===== src/rtl/addsub_pkg.sv =====
// Shared constants and elaboration helpers for the pipelined adder/subtractor.
package addsub_pkg;

    localparam logic OP_ADD = 1'b0;
    localparam logic OP_SUB = 1'b1;

    function automatic int calc_stages(input int width, input int chunk);
        return width / chunk;
    endfunction

    function automatic bit chunk_fits(input int width, input int chunk);
        return (chunk > 0) && (width >= chunk) && ((width % chunk) == 0);
    endfunction

endpackage


===== src/rtl/pipelined_addsub_chunk.sv =====
// One CHUNK-bit slice of the adder; also exposes the carry into its MSB so the
// top slice can flag signed overflow.
module addsub_chunk #(
    parameter int CHUNK = 4
) (
    input  logic [CHUNK-1:0] a_slice,
    input  logic [CHUNK-1:0] b_slice,
    input  logic             carry_in,
    output logic [CHUNK-1:0] sum_slice,
    output logic             carry_out,
    output logic             msb_carry_in
);

    logic [CHUNK:0] total;

    assign total        = {1'b0, a_slice} + {1'b0, b_slice} + {{CHUNK{1'b0}}, carry_in};
    assign sum_slice    = total[CHUNK-1:0];
    assign carry_out    = total[CHUNK];
    assign msb_carry_in = a_slice[CHUNK-1] ^ b_slice[CHUNK-1] ^ sum_slice[CHUNK-1];

endmodule


===== src/rtl/pipelined_addsub.sv =====
// Pipelined add/subtract: one CHUNK-bit slice resolved per stage, carry registered
// between stages, whole pipe stalls together under a valid/ready handshake.
module pipelined_addsub
    import addsub_pkg::*;
#(
    parameter int WIDTH = 16,
    parameter int CHUNK = 4
) (
    input  logic             clk,
    input  logic             rst,
    input  logic             in_valid,
    output logic             in_ready,
    input  logic             op,
    input  logic [WIDTH-1:0] a,
    input  logic [WIDTH-1:0] b,
    input  logic             cin,
    output logic             out_valid,
    input  logic             out_ready,
    output logic [WIDTH-1:0] sum,
    output logic             cout,
    output logic             ovf
);

    localparam int STAGES = calc_stages(WIDTH, CHUNK);

    if (!chunk_fits(WIDTH, CHUNK)) begin : g_bad_chunk
        $error("pipelined_addsub: WIDTH must be a positive multiple of CHUNK");
    end

    logic             advance;
    logic [WIDTH-1:0] a0_d, a0_q, bx0_d, bx0_q;
    logic             c0_d, c0_q, vld0_d, vld0_q;
    logic [WIDTH-1:0] sum_d, sum_q;
    logic             cout_d, cout_q, ovf_d, ovf_q, out_vld_d, out_vld_q;

    assign advance  = !out_vld_q || out_ready;
    assign in_ready = advance;

    // Input register: subtraction is folded in here as a + ~b + ~cin.
    always_comb begin
        a0_d   = a0_q;
        bx0_d  = bx0_q;
        c0_d   = c0_q;
        vld0_d = vld0_q;
        if (advance) begin
            a0_d   = a;
            bx0_d  = (op == OP_SUB) ? ~b : b;
            c0_d   = (op == OP_SUB) ? ~cin : cin;
            vld0_d = in_valid;
        end
    end

    always_ff @(posedge clk) begin
        if (rst) vld0_q <= 1'b0;
        else     vld0_q <= vld0_d;
        a0_q  <= a0_d;
        bx0_q <= bx0_d;
        c0_q  <= c0_d;
    end

    for (genvar k = 0; k < STAGES; k++) begin : g_stg
        localparam int LO  = k * CHUNK;
        localparam int REM = WIDTH - LO;

        logic [REM-1:0]      a_in, bx_in;
        logic [LO+CHUNK-1:0] s_cat;
        logic                c_in, vld_in;
        logic [CHUNK-1:0]    s_slice;
        logic                c_out, c_msb;

        if (k == 0) begin : g_src
            assign a_in   = a0_q;
            assign bx_in  = bx0_q;
            assign c_in   = c0_q;
            assign vld_in = vld0_q;
            assign s_cat  = s_slice;
        end else begin : g_src
            assign a_in   = g_stg[k-1].g_mid.a_q;
            assign bx_in  = g_stg[k-1].g_mid.bx_q;
            assign c_in   = g_stg[k-1].g_mid.c_q;
            assign vld_in = g_stg[k-1].g_mid.vld_q;
            assign s_cat  = {s_slice, g_stg[k-1].g_mid.s_q};
        end

        addsub_chunk #(.CHUNK(CHUNK)) u_chunk (
            .a_slice      (a_in[CHUNK-1:0]),
            .b_slice      (bx_in[CHUNK-1:0]),
            .carry_in     (c_in),
            .sum_slice    (s_slice),
            .carry_out    (c_out),
            .msb_carry_in (c_msb)
        );

        // Stage boundary: unresolved upper operand bits move skewed, finished sum bits de-skewed.
        if (k < STAGES - 1) begin : g_mid
            logic [REM-CHUNK-1:0] a_d, a_q, bx_d, bx_q;
            logic [LO+CHUNK-1:0]  s_d, s_q;
            logic                 c_d, c_q, vld_d, vld_q;
            logic                 unused_msb;

            assign unused_msb = c_msb;

            always_comb begin
                a_d   = a_q;
                bx_d  = bx_q;
                s_d   = s_q;
                c_d   = c_q;
                vld_d = vld_q;
                if (advance) begin
                    a_d   = a_in[REM-1:CHUNK];
                    bx_d  = bx_in[REM-1:CHUNK];
                    s_d   = s_cat;
                    c_d   = c_out;
                    vld_d = vld_in;
                end
            end

            always_ff @(posedge clk) begin
                if (rst) vld_q <= 1'b0;
                else     vld_q <= vld_d;
                a_q  <= a_d;
                bx_q <= bx_d;
                s_q  <= s_d;
                c_q  <= c_d;
            end
        end
    end

    // Output register fed by the top slice; overflow is carry-in vs carry-out of the MSB.
    always_comb begin
        sum_d     = sum_q;
        cout_d    = cout_q;
        ovf_d     = ovf_q;
        out_vld_d = out_vld_q;
        if (advance) begin
            sum_d     = g_stg[STAGES-1].s_cat;
            cout_d    = g_stg[STAGES-1].c_out;
            ovf_d     = g_stg[STAGES-1].c_out ^ g_stg[STAGES-1].c_msb;
            out_vld_d = g_stg[STAGES-1].vld_in;
        end
    end

    always_ff @(posedge clk) begin
        if (rst) out_vld_q <= 1'b0;
        else     out_vld_q <= out_vld_d;
        sum_q  <= sum_d;
        cout_q <= cout_d;
        ovf_q  <= ovf_d;
    end

    assign out_valid = out_vld_q;
    assign sum       = out_vld_q ? sum_q : '0;
    assign cout      = out_vld_q & cout_q;
    assign ovf       = out_vld_q & ovf_q;

endmodule


===== config.mk =====
export PLATFORM = sky130hd
export DESIGN_NAME = pipelined_addsub
export DESIGN_NICKNAME = d
export VERILOG_FILES = /design/src/rtl/addsub_pkg.sv /design/src/rtl/pipelined_addsub_chunk.sv /design/src/rtl/pipelined_addsub.sv
export SDC_FILE = /design/constraint.sdc
export NUM_CORES = 1
export LEC_CHECK = 0
export ABC_AREA = 1
export BUFFER_PORTS_ARGS = -buffer_cell sky130_fd_sc_hd__buf_2
export CORE_ASPECT_RATIO = 1.4
export CORE_MARGIN = 5
export CORE_UTILIZATION = 48
export CTS_CLUSTER_SIZE = 30
export DETAILED_ROUTE_END_ITERATION = 6
export HOLD_SLACK_MARGIN = 0.06
export PLACE_DENSITY = 0.8
export SYNTH_ARGS = -nofsm -noshare
export SYNTH_HDL_FRONTEND = slang
export SYNTH_SLANG_ARGS = --single-unit

===== constraint.sdc =====
create_clock -name clk -period 1.7 [get_ports clk]
set_input_delay 0.085 -clock clk [delete_from_list [all_inputs] [get_ports clk]]
set_output_delay 0.085 -clock clk [all_outputs]
set_load 0.02 [all_outputs]

# Word-level counts from Yosys, hierarchy flattened
# Cells that the tools add are included.
[totals] ff_bits=131 latch_bits=0 mem_bits_rw=0 rom_bits=0 inputBits=38 out_inout_bits=20 wordCells=43 n_memories=0
[op_classes] add_sub_neg=8 multipliers=0 div_mod_pow=0 order_cmp=0 eq_ne=0 shifts=0 n_mux=3 bitwise=7 reduce_logical=2
[op_table] cell="2-to-1 mux 16 bit" n=2
[op_table] cell="adder 4 x 4 -> 5 bit" n=4
[op_table] cell="adder 5 x 1 -> 5 bit" n=4
[op_table] cell="NOT 16 bit" n=1
[op_table] cell="bitwise XOR 1 bit" n=3
[op_table] cell="bitwise AND 1 bit" n=2
[op_table] cell="logical NOT 1 bit" n=1
[op_table] cell="logical OR 1 bit" n=1
[op_table] cell="2-to-1 mux 1 bit" n=1
[op_table] cell="NOT 1 bit" n=1

# Longest topological paths before layout
# Gate-level depths: netlist of run 1.
[logic_depth] depth_word=4 depth_mapped=7 mapped_depth_nobuf=7

# Cells and area by module
# From an unflattened synthesis of run 1, not the netlist that was laid out.
[hier_totals] cells_unflattened=319 area_unflattened_um2=5019.8
[modules_own_cells] module="pipelined_addsub" n_inst=1 cells_each=215 area_per_inst_um2=4344.2 seq_area_each_um2=3883.7
[modules_own_cells] module="addsub_chunk" n_inst=4 cells_each=26 area_per_inst_um2=168.9 seq_area_each_um2=0.0

# Worst setup path before layout of run 1
# Ideal clock, no wire load.
[synth_path] path_type="reg-to-reg" start="register out_vld_q, in the netlist out_valid" end="register g_stg[0].g_mid.vld_q" t_arrival_ns=1.773 required_ns=1.577 slack_ns=-0.196 stages_incl_launch_ff=6 n_path_buf=1 path_cell_list="dfxtp_1 > buf_4 > nand2_4 > inv_2 > nor2_1 > nor2_1"
[synth_between] elab_chain_len=2
[synth_lines] element="start: declaration" line="pipelined_addsub.sv:34" text="logic cout_d, cout_q, ovf_d, ovf_q, out_vld_d, out_vld_q;"
[synth_lines] element="start signal: assignment" line="pipelined_addsub.sv:145" text="else out_vld_q <= out_vld_d;"
[synth_lines] element="logical NOT 1 bit" line="pipelined_addsub.sv:36" text="assign advance = !out_vld_q || out_ready;"
[synth_lines] element="logical OR 1 bit" line="pipelined_addsub.sv:36"
[synth_lines] element="net in_ready" line="pipelined_addsub.sv:12" text="output logic in_ready,"
[synth_lines] element="end signal: assignment" line="pipelined_addsub.sv:120" text="else vld_q <= vld_d;"
[synth_lines] element="end: declaration" line="pipelined_addsub.sv:98" text="logic c_d, c_q, vld_d, vld_q;"
# The timed path passes the listed nets, and every way through them passes these cells.
# A chain may end at the register's enable or synchronous reset.

# Final worst setup path of run 1
[layout_path] start="register g_stg[2].g_mid.c_q" end="register sum_q[14], data pin"
[layout_between] elab_chain_len=1
[layout_lines] element="start: declaration" line="pipelined_addsub.sv:98"
[layout_lines] element="start signal: assignment" line="pipelined_addsub.sv:124" text="c_q <= c_d;"
[layout_lines] element="adder 5 x 1 -> 5 bit" line="pipelined_addsub_chunk.sv:16" text="assign total = {1'b0, a_slice} + {1'b0, b_slice} + {{CHUNK{1'b0}}, carry_in};"
[layout_lines] element="net g_stg[3].s_slice[2]" line="pipelined_addsub.sv:68" text="logic [CHUNK-1:0] s_slice;"
[layout_lines] element="end signal: assignment" line="pipelined_addsub.sv:146" text="sum_q <= sum_d;"
[layout_lines] element="end: declaration" line="pipelined_addsub.sv:33" text="logic [WIDTH-1:0] sum_d, sum_q;"
# The timed path passes the listed nets, and every way through them passes these cells.

==> flow_metrics.tcl, run 1 <==
set metrics [dict create \
    dp.cells 490 \
    min_path_cells 3 \
    fin_nets 468 \
    slew_viol_final 0 \
    synth_edf_count 126 \
    clk_pin_slew_ns 0.05 \
    crit_chain "fa_2 > fa_2 > buf_6 > xor2_1" \
    yosysTopAreaCell "edfxtp_1" \
    gp_congestion 0.762 \
    synth_cell_types 21 \
    grt_pass1_wl_mm 11.7 \
    period_needed_ns 1.77 \
    reg2reg_to "sum_q[14]" \
    max_freq_ghz 0.563 \
    hpwlAfterDp_mm 4.36 \
    async_reset_ff_frac 0 \
    start_util 0.494 \
    dpl_worst_slack_ns -0.0823 \
    antenna_cells 0 \
    drtIter0Drc 124 \
    cap_violations 0 \
    syn_area_sq_um 4920 \
    vias 2492 \
    worst_setup_path_start_kind "flop" \
    fillers 704 \
    ant_nets 0 \
    grt_antenna_before_repair 0 \
    status "finished, violations left" \
    worst_ep_arrival_time_ns 1.91 \
    irDropWorstVdd_mv 0.871 \
    syn_to_final_growth_pct 29.5 \
    portBuffers 57 \
    synth_flop_cell "edfxtp_1" \
    cp_slowest_cell "fa_2" \
    dr.pass1.iters 4 \
    avgViaCountPerCell 4.47 \
    post_route_cells_drive_above_1_share 0.246 \
    synthTopCellsByCount "edfxtp_1, nand2_1, inv_1" \
    core_sq_um 9950 \
    cp-endpoint "sum_q[14]" \
    relSlewSlack 0.686 \
    r2r_slack_ns -0.07 \
    yosys_warnings 0 \
    power_density_nw_per_um2 1310 \
    rsz0062_at_grt "yes" \
    dieArea_sq_um 12400 \
    yosysMostFrequentCell "edfxtp_1" \
    stdcell_count 558 \
    syn_inst 296 \
    syn_avg_cell_area_sq_um 16.6 \
    fin_crit_sh 1.04 \
    drc_errors 0 \
    yosysTopAreaCellShare 0.769 \
    clock-sinks 131 \
    drt_wl_total_mm 6.99 \
    overflow 0 \
    leakage_uw 0.00279 \
    min_path_type "input pin to flop" \
    violations "setup timing" \
    num_rows 43 \
    die_h_microns 130 \
    r2r-start "g_stg[2].g_mid.c_q" \
    crit_start "g_stg[2].g_mid.c_q" \
    crit_type "flop to flop" \
    ctsHtreeMaxLevel 4 \
    grt_usage 0.130 \
    setup_ws_ns -0.0749 \
    cp-end-kind "flop" \
    ys_top_cells_by_area "edfxtp_1, xor2_1, nand2_1, fa_1, ha_1" \
    clock-root-buffer "clkbuf_16" \
    design_area_sq_um 6370 \
    rr_worst_depth 4 \
    yosysSeqAreaShare 0.789 \
    timing_hold_violations_final 0 \
    postPlaceCellArea_sq_um 5410 \
    cp_max_fo 2 \
    die_w_microns 95.6 \
    cts_tree "yes" \
    final-setup-viol-count 2 \
    clock_latency_ns 0.41 \
    cp.required_ns 1.84 \
    grt_pass1_vias 2575 \
    grt_max_degree 40 \
    cts_buffers 17 \
    worst_path_most_repeated_cell "fa_2" \
    fin_skew_ns 0.00666 \
    clock_path_buffers 2 \
    yosys_register_bits 131 \
    final_core_util 0.640 \
    wire_per_inst_microns 12.5 \
    pin_count 58 \
    final.setup.tns_ns -0.126 \
    worstMarginPinSlew_ns 0.471 \
    synth_nets 354 \
    max_stage_delay_ns 0.43 \
]
## worst max-delay path: cells and delay by family (launching register included)
kind                       cells  cell delay [ns]
buffers and inverters          1             0.14
DFF                            1             0.41
xor gates and xnor gates       1             0.15
adders and majority gates      2             0.81
## layout by cell type, fill, tap and decap left out, drive strengths merged, types with 2 or more instances in the layout
master       synthesis  routed
dfxtp                5       5
nand3                8       8
nand2               45      45
xor2                19      19
clkinv               0      11
clkbuf               0      18
nor2                15      15
or2                  2       2
o21ai                4       4
edfxtp             126     126
buf                  4      64
bufinv               0       3
o31ai                2       2
ha                  12      12
a21oi                4       4
xnor2                2       2
dlygate4sd3          0      35
inv                 38      38
fa                   8       8
## registers in the layout, indices dropped and copies added (netlist names)
signal and count:
out_valid 1, a0_q 16, cout_q 1, g_stg.g_mid.bx_q 24, g_stg.g_mid.c_q 3, g_stg.g_mid.vld_q 3, g_stg.g_mid.s_q 24, ovf_q 1
bx0_q 16, g_stg.g_mid.a_q 24, sum_q 16, c0_q 1, g_stg.vld_in 1
## layout make-up
| cell class | count | area, sq um | share of cell area |
|---|---|---|---|
| Clock buffer | 18 | 429 | 0.0673 |
| Sequential cell | 131 | 3880 | 0.609 |
| Multi-Input combinational cell | 123 | 888 | 0.139 |
| Inverter | 38 | 143 | 0.0224 |
| Timing Repair Buffer | 99 | 717 | 0.112 |
| Tap cell | 135 | 169 | 0.0265 |
| Clock inverter | 14 | 144 | 0.0226 |
## where the power goes
group          internal, uW  switching (uW)  leakage, uW
Combinational           292             315      0.00113
Clock                  2260            1200     0.000287
Sequential             4170             144      0.00138
## per-layer routing
layer / GRT usage / routed length (microns) / vias to the layer above
met3: 0.0433 / 359 / 19
met1: 0.132 / 2510 / 1155
met4: 0.0846 / 232 / 0
li1: - / - / 1256
met2: 0.223 / 3890 / 62
met5: 0 / 0 / -
## repair_timing
action,in CTS,in global routing
gates resized for setup,4,4
endpoints found under the hold margin,38,0
hold buffers,35,0
setup endpoints to repair,3,5
buffers inserted,1,0
pin swaps,2,7
## how the worst min path moves through the flow
| stage | startpoint | to | slack, ns |
|---|---|---|---|
| floorplan | rst | out_valid | 0.16 |
| global placement | a[1] | a0_q[1] | 0.26 |
| detailed placement | a[13] | a0_q[13] | 0.26 |
| CTS | out_ready | sum_q[0] | 0.23 |
| global route | out_ready | sum_q[0] | 0.26 |
| finish | out_ready | sum_q[1] | 0.23 |
## metrics by stage
| stage | total power, uW | hold WS (ns) |
|---|---|---|
| global placement | 4800 | 0.263 |
| CTS | 8430 | 0.231 |
| global route | 8730 | 0.260 |
| finish | 8380 | 0.231 |
| detailed placement | 4890 | 0.263 |
| floorplan | 4680 | 0.157 |
## kinds of logic (layout without fill, tap and decap cells)
group,after synthesis,in the layout,share of synthesized area
flops,131,131,0.789
buf+inv,42,169,0.0384
simple gates,71,71,0.0592
xor+xnor,21,21,0.0374
fa+ha+maj,20,20,0.0631
compound gates,11,11,0.0127
Power figures use the tool's default switching activity.
==> inputs of run 2 (changes only) <==
--- a/config.mk
+++ b/config.mk
@@ -10,6 +10,7 @@
 export CORE_ASPECT_RATIO = 1.4
 export CORE_MARGIN = 5
 export CORE_UTILIZATION = 48
+export CTS_BUF_LIST = sky130_fd_sc_hd__clkbuf_8
 export CTS_CLUSTER_SIZE = 30
 export DETAILED_ROUTE_END_ITERATION = 6
 export HOLD_SLACK_MARGIN = 0.06
==> run 2 against run 1 <==
The run still ends with setup timing left. Highest routed layer unchanged. Count of clock-buffer cells in the layout decreased by 1. Via count down 0.44%. Largest power group unchanged. Largest cell class unchanged. Die area did not move. Wire length down 3.2%. First-iteration DRC count fell by 29%. Critical path depth unchanged. Sequential power is essentially flat. Hold slack improved by 0.017 ns. Total power down 12%. Clock skew is 0.0047 ns higher.
==> flow_metrics.tcl, run 2 (synthesis results as in run 1) <==
set metrics [dict create \
    grt_pass1_vias 2565 \
    grt_usage 0.123 \
    fin_crit_sh 1.04 \
    period_needed_ns 1.76 \
    num_rows 43 \
    dpl_worst_slack_ns -0.0823 \
    wire_per_inst_microns 12.1 \
    vias 2481 \
    worst_setup_path_start_kind "flop" \
    gp_congestion 0.762 \
    cp-end-kind "flop" \
    rsz0062_at_grt "yes" \
    post_route_cells_drive_above_1_share 0.244 \
    clock-root-buffer "clkbuf_8" \
    cap_violations 0 \
    clock_path_buffers 2 \
    pin_count 58 \
    ant_nets 0 \
    die_h_microns 130 \
    cp.required_ns 1.85 \
    design_area_sq_um 6170 \
    cts_buffers 17 \
    hpwlAfterDp_mm 4.36 \
    grt_pass1_wl_mm 11.4 \
    worst_ep_arrival_time_ns 1.91 \
    dieArea_sq_um 12400 \
    min_path_type "input pin to flop" \
    leakage_uw 0.00270 \
    core_sq_um 9950 \
    grt_antenna_before_repair 0 \
    ctsHtreeMaxLevel 4 \
    postPlaceCellArea_sq_um 5410 \
    drtIter0Drc 88 \
    grt_max_degree 40 \
    irDropWorstVdd_mv 0.714 \
    start_util 0.494 \
    final_core_util 0.620 \
    power_density_nw_per_um2 1190 \
    final-setup-viol-count 2 \
    clock_latency_ns 0.41 \
    drt_wl_total_mm 6.76 \
    cts_tree "yes" \
    max_freq_ghz 0.568 \
    clk_pin_slew_ns 0.07 \
    overflow 0 \
    top_regs "g_stg.g_mid.a_q x24, g_stg.g_mid.bx_q x24, g_stg.g_mid.s_q x24" \
    avgViaCountPerCell 4.45 \
    timing_hold_violations_final 0 \
    antenna_cells 0 \
    violations "setup timing" \
    relSlewSlack 0.683 \
    portBuffers 57 \
    layout_commonest_cell "edfxtp_1" \
    worstMarginPinSlew_ns 0.475 \
    crit_type "flop to flop" \
    die_w_microns 95.6 \
    setup_ws_ns -0.0602 \
    fin_skew_ns 0.0113 \
    fin_nets 467 \
    drc_errors 0 \
    clock-sinks 131 \
    dr.pass1.iters 4 \
    cp_max_fo 2 \
    status "finished, violations left" \
    syn_to_final_growth_pct 25.5 \
    layout_common_cells "edfxtp_1, buf_2, nand2_1" \
    slew_viol_final 0 \
]
-- run 2: worst paths after layout --
path / startpoint / end / slack [ns] / depth (start not counted)
worst min-delay path: op / bx0_q[3] / 0.25 / 2
worst min register to register: a0_q[7] / g_stg[0].g_mid.a_q[3] / 0.41 / 0
worst max register to register: g_stg[2].g_mid.c_q / sum_q[14] / -0.06 / 4
worst max-delay path: g_stg[2].g_mid.c_q / sum_q[14] / -0.06 / 4
-- run 2: repair_timing --
action | 4_1_cts | 5_1_grt
setup endpoints to repair | 3 | 6
resized for setup | 4 | 4
hold buffers | 35 | 0
pin swaps | 2 | 7
endpoints found under the hold margin | 38 | 0
buffers inserted | 1 | 0
-- run 2: critical path, stage by stage (launching register included) --
cell,delay (ns)
edfxtp_1,0.41
fa_2,0.43
fa_2,0.38
buf_6,0.13
xor2_1,0.15
-- run 2: metrics by stage --
step	hold slack, ns	cells	TNS, ns	power (uW)
detailed placement	0.263	490	-0.193	4890
finish	0.247	557	-0.103	7370
global route	0.247	557	-0.229	7720
CTS	0.206	558	-0.128	7430
floorplan	0.157	296	0	4680
global placement	0.263	490	-0.0136	4800
-- run 2: final cells by class --
cell class	count	area (sq um)
multi-input cells	123	888
flip-flops and latches	131	3880
clock buffers	17	234
clock inverters	15	148
repair buffers	98	709
well taps	135	169
inverters	38	143
fillers	710	3780
-- run 2: power breakdown --
part	leakage [uW]	switching (uW)	internal [uW]
Combinational	0.00112	313	292
Sequential	0.00138	141	4160
Clock	0.000204	1060	1410
Total	0.00270	1510	5860
-- run 2: per-layer routing --
| metal | global-route usage | part of all wire | vias to the layer above |
|---|---|---|---|
| met5 | 0 | 0 | - |
| met4 | 0.0670 | 0.021 | 0 |
| met3 | 0.0404 | 0.054 | 10 |
| met2 | 0.217 | 0.55 | 62 |
| met1 | 0.129 | 0.37 | 1159 |
| li1 | - | - | 1250 |
==> inputs of run 3 (changes only) <==
--- a/config.mk
+++ b/config.mk
@@ -6,7 +6,7 @@
 export NUM_CORES = 1
 export LEC_CHECK = 0
 export ABC_AREA = 1
-export BUFFER_PORTS_ARGS = -buffer_cell sky130_fd_sc_hd__buf_2
+export BUFFER_PORTS_ARGS = -buffer_cell sky130_fd_sc_hd__clkbuf_2
 export CORE_ASPECT_RATIO = 1.4
 export CORE_MARGIN = 5
 export CORE_UTILIZATION = 48
==> constraint.sdc (replaced) <==
create_clock -name clk -period 1.7 [get_ports clk]
set_input_delay 0.255 -clock clk [delete_from_list [all_inputs] [get_ports clk]]
set_output_delay 0.255 -clock clk [all_outputs]
set_load 0.02 [all_outputs]
==> run 3 against run 2 <==
The run still ends with setup timing left. Critical path type unchanged. Cell count decreased by 3.2%. Combinational power decreased by 9.1%. Count of clock-buffer cells in the layout unchanged. Final area shrank 3.3%. Maximum frequency increased by 0.75%. Hold slack worse by 0.14 ns. Die area unchanged. Utilization fell by 2.0 points. Clock power down 8.5%. Wire length is 5.5% lower. Via count shrank 3.3%. Global-route usage shrank 0.64 points.
==> flow_metrics.tcl, run 3 (synthesis results as in run 1) <==
set metrics [dict create \
    grt_use_met1 0.120 \
    period_needed_ns 1.75 \
    ant_nets 0 \
    drt_wl_total_mm 6.39 \
    fin_skew_ns 0.00548 \
    pin_count 58 \
    setup_ws_ns -0.0471 \
    worst_path_most_repeated_cell "fa_2" \
    clock_latency_ns 0.42 \
    final-setup-viol-count 2 \
    use_met2 0.206 \
    final.setup.tns_ns -0.0585 \
    final_core_util 0.600 \
    r2r-start "g_stg[2].g_mid.c_q" \
    top_usage_layer "met2" \
    gp_congestion 0.739 \
    cp_max_fo 2 \
    rr_worst_depth 4 \
    grt_pass1_wl_mm 10.8 \
    layout_common_cells "edfxtp_1, clkbuf_2, nand2_1" \
    cap_violations 0 \
    hpwlAfterDp_mm 4.21 \
    fin_crit_sh 1.03 \
    clk_pin_slew_ns 0.06 \
    power_density_nw_per_um2 1190 \
    drc_errors 0 \
    dp.cells 490 \
    cts_buffers 17 \
    max_stage_delay_ns 0.42 \
    clock-root-buffer "clkbuf_8" \
    min_to "g_stg[0].vld_in" \
    timing_hold_violations_final 0 \
    num_rows 43 \
    top_regs "g_stg.g_mid.a_q x24, g_stg.g_mid.bx_q x24, g_stg.g_mid.s_q x24" \
    vias 2398 \
    start_util 0.494 \
    clock-sinks 131 \
    portBuffers 57 \
    min_path_type "input pin to flop" \
    r2r_slack_ns -0.05 \
    dieArea_sq_um 12400 \
    relSlewSlack 0.658 \
    status "finished, violations left" \
    cp.required_ns 1.86 \
    die_w_microns 95.6 \
    rsz0062_at_grt "yes" \
    crit_chain "fa_2 > fa_2 > buf_6 > xor2_1" \
    crit_type "flop to flop" \
    worst_setup_path_start_kind "flop" \
    worstMarginPinSlew_ns 0.513 \
    cp_num_buf_inv 1 \
    postPlaceCellArea_sq_um 5430 \
    cts_tree "yes" \
    fillers 741 \
    stdcell_count 539 \
    avgViaCountPerCell 4.45 \
    grt_max_degree 39 \
    min_path_cells 3 \
    design_area_sq_um 5970 \
    grt_usage 0.117 \
    dr.pass1.iters 4 \
    overflow 0 \
    leakage_uw 0.00262 \
    max_freq_ghz 0.572 \
    clock_path_buffers 2 \
    layout_commonest_cell "edfxtp_1" \
    fin_nets 450 \
    post_route_cells_drive_above_1_share 0.243 \
    die_h_microns 130 \
    violations "setup timing" \
    worst_ep_arrival_time_ns 1.91 \
    core_sq_um 9950 \
    antenna_cells 0 \
    hp-start "in_valid" \
    wire_per_inst_microns 11.9 \
    slew_viol_final 0 \
    drtIter0Drc 83 \
    syn_to_final_growth_pct 21.4 \
    dpl_worst_slack_ns -0.0494 \
    grt_pass1_vias 2544 \
    grt_util_met3 0.0346 \
    grt_antenna_before_repair 0 \
    cp_top_family "adder cells" \
    irDropWorstVdd_mv 0.812 \
    reg2reg_to "sum_q[14]" \
    ctsHtreeMaxLevel 4 \
    cp_slowest_cell "fa_2" \
    cp-end-kind "flop" \
]
run 3: worst max-delay path by stage:
| stage | from | end | slack [ns] | depth (start not counted) |
|---|---|---|---|---|
| final | g_stg[2].g_mid.c_q | sum_q[14] | -0.05 | 4 |
| after global routing | g_stg[2].g_mid.c_q | sum_q[14] | -0.10 | 4 |
| after CTS | g_stg[2].g_mid.bx_q[0] | sum_q[14] | -0.06 | 4 |
| after detailed placement | a0_q[0] | g_stg[0].g_mid.c_q | -0.05 | 4 |
| after global placement | g_stg[2].g_mid.c_q | ovf_q | -0.008 | 6 |
| after floorplan | a0_q[0] | g_stg[0].g_mid.c_q | 0.03 | 4 |
run 3: metrics by stage:
stage               total power [uW]  hold slack, ns
floorplan                       4680           0.327
global placement                4800           0.401
detailed placement              4880           0.405
CTS                             7190          0.0793
global route                    7450           0.106
finish                          7110           0.108
run 3: timing repair:
action,4_1_cts,5_1_grt
pin swaps,7,4
resized for setup,7,2
setup buffers,1,0
setup endpoints to repair,18,16
hold endpoints to repair,17,0
hold buffers,17,0
run 3: routing by layer:
metal / wire length, microns / up-vias
met5: 0 / -
met4: 111 / 0
met3: 336 / 9
met2: 3570 / 66
met1: 2370 / 1108
li1: - / 1215
run 3: layout make-up:
| type | count | area [sq um] | share of cell area |
|---|---|---|---|
| Clock buffer | 17 | 234 | 0.0392 |
| Timing Repair Buffer | 81 | 549 | 0.0920 |
| Inverter | 38 | 143 | 0.0239 |
| Sequential cell | 131 | 3890 | 0.651 |
| Multi-Input combinational cell | 123 | 883 | 0.148 |
| Clock inverter | 14 | 108 | 0.0180 |
| Tap cell | 135 | 169 | 0.0283 |
run 3: worst register-to-register path: stages, from the launching register on:
cell,delay (ns)
edfxtp_1,0.40
fa_2,0.42
fa_2,0.37
buf_6,0.14
xor2_1,0.15
run 3: where the power goes:
group          total, uW  switching [uW]  internal (uW)  leakage [uW]
Clock               2250            1020           1230      0.000193
Sequential          4310             146           4160       0.00138
Combinational        549             291            258       0.00105
